==> config.mk <==
export PLATFORM = sky130hd
export DESIGN_NAME = cmp_streak_unit
export DESIGN_NICKNAME = d
export VERILOG_FILES = /design/src/rtl/cmp_pkg.sv /design/src/rtl/cmp_core.sv /design/src/rtl/cmp_streak_unit.sv
export SDC_FILE = /design/constraint.sdc
export NUM_CORES = 1
export LEC_CHECK = 0
export BUFFER_PORTS_ARGS = -buffer_cell sky130_fd_sc_hd__buf_2
export CORE_UTILIZATION = 52
export CTS_BUF_LIST = sky130_fd_sc_hd__clkbuf_8
export CTS_CLUSTER_SIZE = 10
export DETAILED_ROUTE_END_ITERATION = 10
export PLACE_DENSITY = 0.89
export SYNTH_ARGS = -nofsm -noshare
export SYNTH_HDL_FRONTEND = slang
export SYNTH_SLANG_ARGS = --single-unit
==> constraint.sdc <==
create_clock -name clk -period 4.65 [get_ports clk]
set_input_delay 0.465 -clock clk [delete_from_list [all_inputs] [get_ports clk]]
set_output_delay 0.465 -clock clk [all_outputs]
set_load 0.02 [all_outputs]
==> src/rtl/cmp_pkg.sv <==
// Shared types for the registered compare/streak unit.
// Relation select and streak FSM state encodings.
package cmp_pkg;

  typedef enum logic [1:0] {
    CMP_GT = 2'd0,
    CMP_GE = 2'd1,
    CMP_EQ = 2'd2,
    CMP_LT = 2'd3
  } cmp_mode_e;

  typedef enum logic {
    ST_COUNT   = 1'b0,
    ST_HOLDOFF = 1'b1
  } cmp_state_e;

endpackage

==> src/rtl/cmp_core.sv <==
// Combinational relation evaluator: a <mode> b.
// Signedness is fixed at elaboration time.
module cmp_core
  import cmp_pkg::*;
#(
  parameter int WIDTH  = 10,
  parameter bit SIGNED = 1'b0
) (
  input  logic [WIDTH-1:0] a,
  input  logic [WIDTH-1:0] b,
  input  cmp_mode_e        mode,
  output logic             result
);

  logic gt;
  logic eq;

  always_comb begin
    eq = (a == b);
    if (SIGNED) gt = ($signed(a) > $signed(b));
    else        gt = (a > b);
  end

  always_comb begin
    result = 1'b0;
    unique case (mode)
      CMP_GT: result = gt;
      CMP_GE: result = gt | eq;
      CMP_EQ: result = eq;
      CMP_LT: result = ~(gt | eq);
    endcase
  end

endmodule

==> src/rtl/cmp_streak_unit.sv <==
// Registered comparator with saturating true-streak counter,
// threshold hit pulse and post-hit hold-off window.
module cmp_streak_unit
  import cmp_pkg::*;
#(
  parameter int WIDTH   = 10,
  parameter int CNT_W   = 4,
  parameter int HOLDOFF = 3,
  parameter bit SIGNED  = 1'b0
) (
  input  logic             clk,
  input  logic             reset,
  input  logic             clear,
  input  logic             in_valid,
  input  logic [1:0]       mode,
  input  logic [WIDTH-1:0] a,
  input  logic [WIDTH-1:0] b,
  input  logic [CNT_W-1:0] threshold,
  output logic             out_valid,
  output logic             cmp_out,
  output logic [CNT_W-1:0] streak,
  output logic             hit,
  output logic             busy
);

  localparam int HW = (HOLDOFF > 0) ? $clog2(HOLDOFF + 1) : 1;
  localparam logic [HW-1:0] HOLD_LD = HW'(HOLDOFF);
  localparam logic [CNT_W-1:0] MAXC = '1;

  cmp_state_e    state;
  logic [HW-1:0] hcnt;
  logic          res;
  logic [CNT_W-1:0] inc;
  logic          hit_c;

  cmp_core #(
    .WIDTH  (WIDTH),
    .SIGNED (SIGNED)
  ) u_core (
    .a      (a),
    .b      (b),
    .mode   (cmp_mode_e'(mode)),
    .result (res)
  );

  always_comb begin
    inc   = (streak == MAXC) ? MAXC : streak + CNT_W'(1);
    hit_c = res && (threshold != '0) && (inc == threshold);
  end

  assign busy = (state == ST_HOLDOFF);

  always_ff @(posedge clk or negedge reset) begin
    if (!reset) begin
      out_valid <= 1'b0;
      cmp_out   <= 1'b0;
      streak    <= '0;
      hit       <= 1'b0;
      state     <= ST_COUNT;
      hcnt      <= '0;
    end else begin
      out_valid <= in_valid;
      if (in_valid) cmp_out <= res;
      hit <= 1'b0;
      if (clear) begin
        streak <= '0;
        state  <= ST_COUNT;
        hcnt   <= '0;
      end else if (state == ST_HOLDOFF) begin
        streak <= '0;
        // leave hold-off on the edge the counter hits zero
        if (hcnt <= HW'(1)) begin
          state <= ST_COUNT;
          hcnt  <= '0;
        end else begin
          hcnt <= hcnt - HW'(1);
        end
      end else if (in_valid) begin
        if (!res) begin
          streak <= '0;
        end else if (hit_c) begin
          hit    <= 1'b1;
          streak <= '0;
          if (HOLDOFF > 0) begin
            state <= ST_HOLDOFF;
            hcnt  <= HOLD_LD;
          end
        end else begin
          streak <= inc;
        end
      end
    end
  end

endmodule

==> flow_summary.toml <==
[timing]
tightest_slew_ns = 0.530
rsz0062_at_grt = "false"
skew_ns = 0.00103
relSlewSlack = 0.646
final.min_clock_period_ns = 2.09
period_share = 0.450
hold_viol = 0
worst_hold_slack_ns = 0.0875
layout_setup_ws_ns = 2.56
setup_viol = 0
finalSetupTns_ns = 0
max_clock_freq_mhz = 478
drv_slew = 0

[logic_synthesis]
synthMuxAreaShare = 0.0373
syn_area_per_cell_sq_um = 8.66
synthTopCellsByCount = "14 x inv_1, 11 x ha_1, 10 x dfrtp_1, 7 x nor2_1"
synth_area_leaders = "dfrtp_1 30%, ha_1 16%, inv_1 6.3%, o21ai_1 3.6%, nor2_1 3.1%"
syn-instance-count = 97
synth_top_family_by_area = "simple AND/OR/NAND/NOR gates"
yosysSeqAreaShare = 0.298
synth_edf_count = 0
synth_cell_types = 32
synth-xor-area-share = 0.0209
synth_adder_area_share = 0.164
syn_area_sq_um = 840
yosysMostFrequentCell = "inv_1"
synth-async-reset-ratio = 1.00
ys_ff_latch = 10
synth_fp_nets = 138
ys.flop_type = "dfrtp_1"
yosys.area_share.simple = 0.228
ys_warn_count = 0
synth_top_area_share = 0.298
synth_compound_area_frac = 0.189
yosys.area.top_type = "dfrtp_1"

[place]
gp_congestion = 0.850
place_hpwl_microns = 1640
place_ws_ns = 2.37
dpl_cell_area_sq_um = 1040
io_buffers = 37

[worst_setup_path]
r2r-end = "busy$_DFF_PN0_"
worst-path-max-fanout = 7
r2r-start = "streak[0]$_DFFE_PN0P_"
critical_path.slowest_cell = "dfrtp_1"
setup.worst_path.start = "streak[0]$_DFFE_PN0P_"
regToRegSetupSlack_ns = 2.56
r2r_cells = 8
cpMostUsedCell = "o21ai_1"
critPathRequiredTime_ns = 4.76
cp_top_family = "simple AND/OR/NAND/NOR gates"
arrival_ns = 2.20
criticalPathCategory = "register to register"
slowest_delay_ns = 0.46
worst-path-buf-inv = 0
cp_cell_sequence = "ha_1 > and3_1 > nand2b_1 > o21ai_1 > and3b_1 > o22ai_2 > nand3b_1 > o21ai_1"
end_kind = "register"
startpoint_type = "register"

[grt]
grt_pass1_vias = 853
grt_start_max_net_pins = 11
gr-total-overflow = 0
grt_usage = 0.252
antenna_found_initial = 0
grt_pass1_wl_microns = 3420

[die]
start_util = 0.557
die_x_microns = 42.2
fp.dieArea_sq_um = 1780
io_pins = 38
design.core.area_sq_um = 1510
fp-row-count = 14
dieHeight_microns = 42.2

[layout]
n_antenna_cell = 0
finalInstanceArea_sq_um = 1090
drive_gt1_frac = 0.336
fillers = 129
nets = 180
syn2layout_area_growth_pct = 29.4

[clocking]
clk_path_buf_depth = 2
post_cts_resized = 0
cts_root_buf = "clkbuf_8"
clk_latency_ns = 0.23
clk_pin_slew_ns = 0.05
cts_tree = "yes"
htreeDepth = 1
post-cts-setup-buffers = 0
cts_buffers = 3
cts-hold-fix-buffers = 0
clock-sinks = 10

[detailed_routing]
drt.antenna.violating_nets = 0
drtIter0Drc = 23
dr.pass1.iters = 4
vias_per_cell = 5.75
drt-wirelength-per-cell_microns = 12.9
drcViolationCount = 0
wirelength_microns = 1980
vias = 879

[power_and_ir_drop]
power.total_mw = 0.240
peakVddDrop_mv = 0.245
p_per_area_nw_per_um2 = 221
p_leak_nw = 0.622

[hold_path]
hold_class = "input pin to asynchronous set/reset pin"

[flow_run]
cap_viol_max_count = 0

[run_status]
status = "complete, no violations"
==> state kept, by name (all words and copies together), names as in the netlist <==
register   cells
busy           1
cmp_out        1
hcnt           2
hit            1
out_valid      1
streak         4
==> metal layers <==
layer / global-route usage / up-vias / wire length (microns)
li1: - / 432 / -
met1: 0.296 / 402 / 766
met2: 0.449 / 36 / 1050
met3: 0.0517 / 9 / 99
met4: 0.0938 / 0 / 63
met5: 0 / - / 0
==> cells in the final DEF, fill, tap and decap left out <==
cell type | Yosys | routed
buf_2 | 0 | 37
inv_1 | 14 | 14
ha_1 | 11 | 11
dfrtp_1 | 10 | 10
nor2_1 | 7 | 7
o21ai_1 | 6 | 6
nand2_1 | 6 | 6
nand2b_1 | 4 | 4
a21oi_1 | 4 | 4
nand4_1 | 3 | 3
a41oi_1 | 3 | 3
clkbuf_8 | 0 | 3
mux2i_1 | 2 | 2
nand3b_1 | 2 | 2
and3_1 | 2 | 2
nor3_2 | 2 | 2
o21ai_0 | 2 | 2
nor4_1 | 2 | 2
nor2b_1 | 2 | 2
nand3_1 | 1 | 1
xor2_1 | 1 | 1
and3b_1 | 1 | 1
xnor2_1 | 1 | 1
o22ai_2 | 1 | 1
nor3b_1 | 1 | 1
a21o_1 | 1 | 1
a211oi_1 | 1 | 1
a211oi_2 | 1 | 1
a31oi_1 | 1 | 1
a211o_1 | 1 | 1
o21ai_2 | 1 | 1
mux2_2 | 1 | 1
nor3_1 | 1 | 1
o2111ai_1 | 1 | 1
==> stage by stage <==
step / utilization / cells
2_1_floorplan: - / 97
3_3_place_gp: 0.694 / 150
3_5_place_dp: 0.694 / 150
4_1_cts: 0.721 / 153
5_1_grt: 0.721 / 153
6_report: 0.721 / 153
==> cells by family after synthesis <==
kind of cell,Yosys count
flops,10
simple gates,34
fa+ha+maj,11
xor+xnor,2
mux,3
buf+inv,14
compound gates,23
==> cell type report <==
type,count,area (sq um),share of cell area
multi-input combinational,73,537,0.494
sequential,10,250,0.230
timing repair buffer,37,185,0.171
inverter,14,52.6,0.0484
clock buffer,3,41.3,0.0380
tap,16,20.0,0.0184
==> worst max path at each step <==
stage	end	cells after the start
finish	busy$_DFF_PN0_	8
global route	busy$_DFF_PN0_	8
CTS	busy$_DFF_PN0_	8
detailed placement	busy$_DFF_PN0_	10
global placement	busy$_DFF_PN0_	10
floorplan	streak[0]$_DFFE_PN0P_	9
==> power breakdown <==
group | total [mW] | internal [mW] | switching [mW]
Sequential | 0.0924 | 0.0901 | 0.00232
Combinational | 0.0605 | 0.0282 | 0.0324
Clock | 0.0870 | 0.0564 | 0.0306
Total | 0.240 | 0.175 | 0.0653
Note: power is estimated with default switching activity, not from simulation.
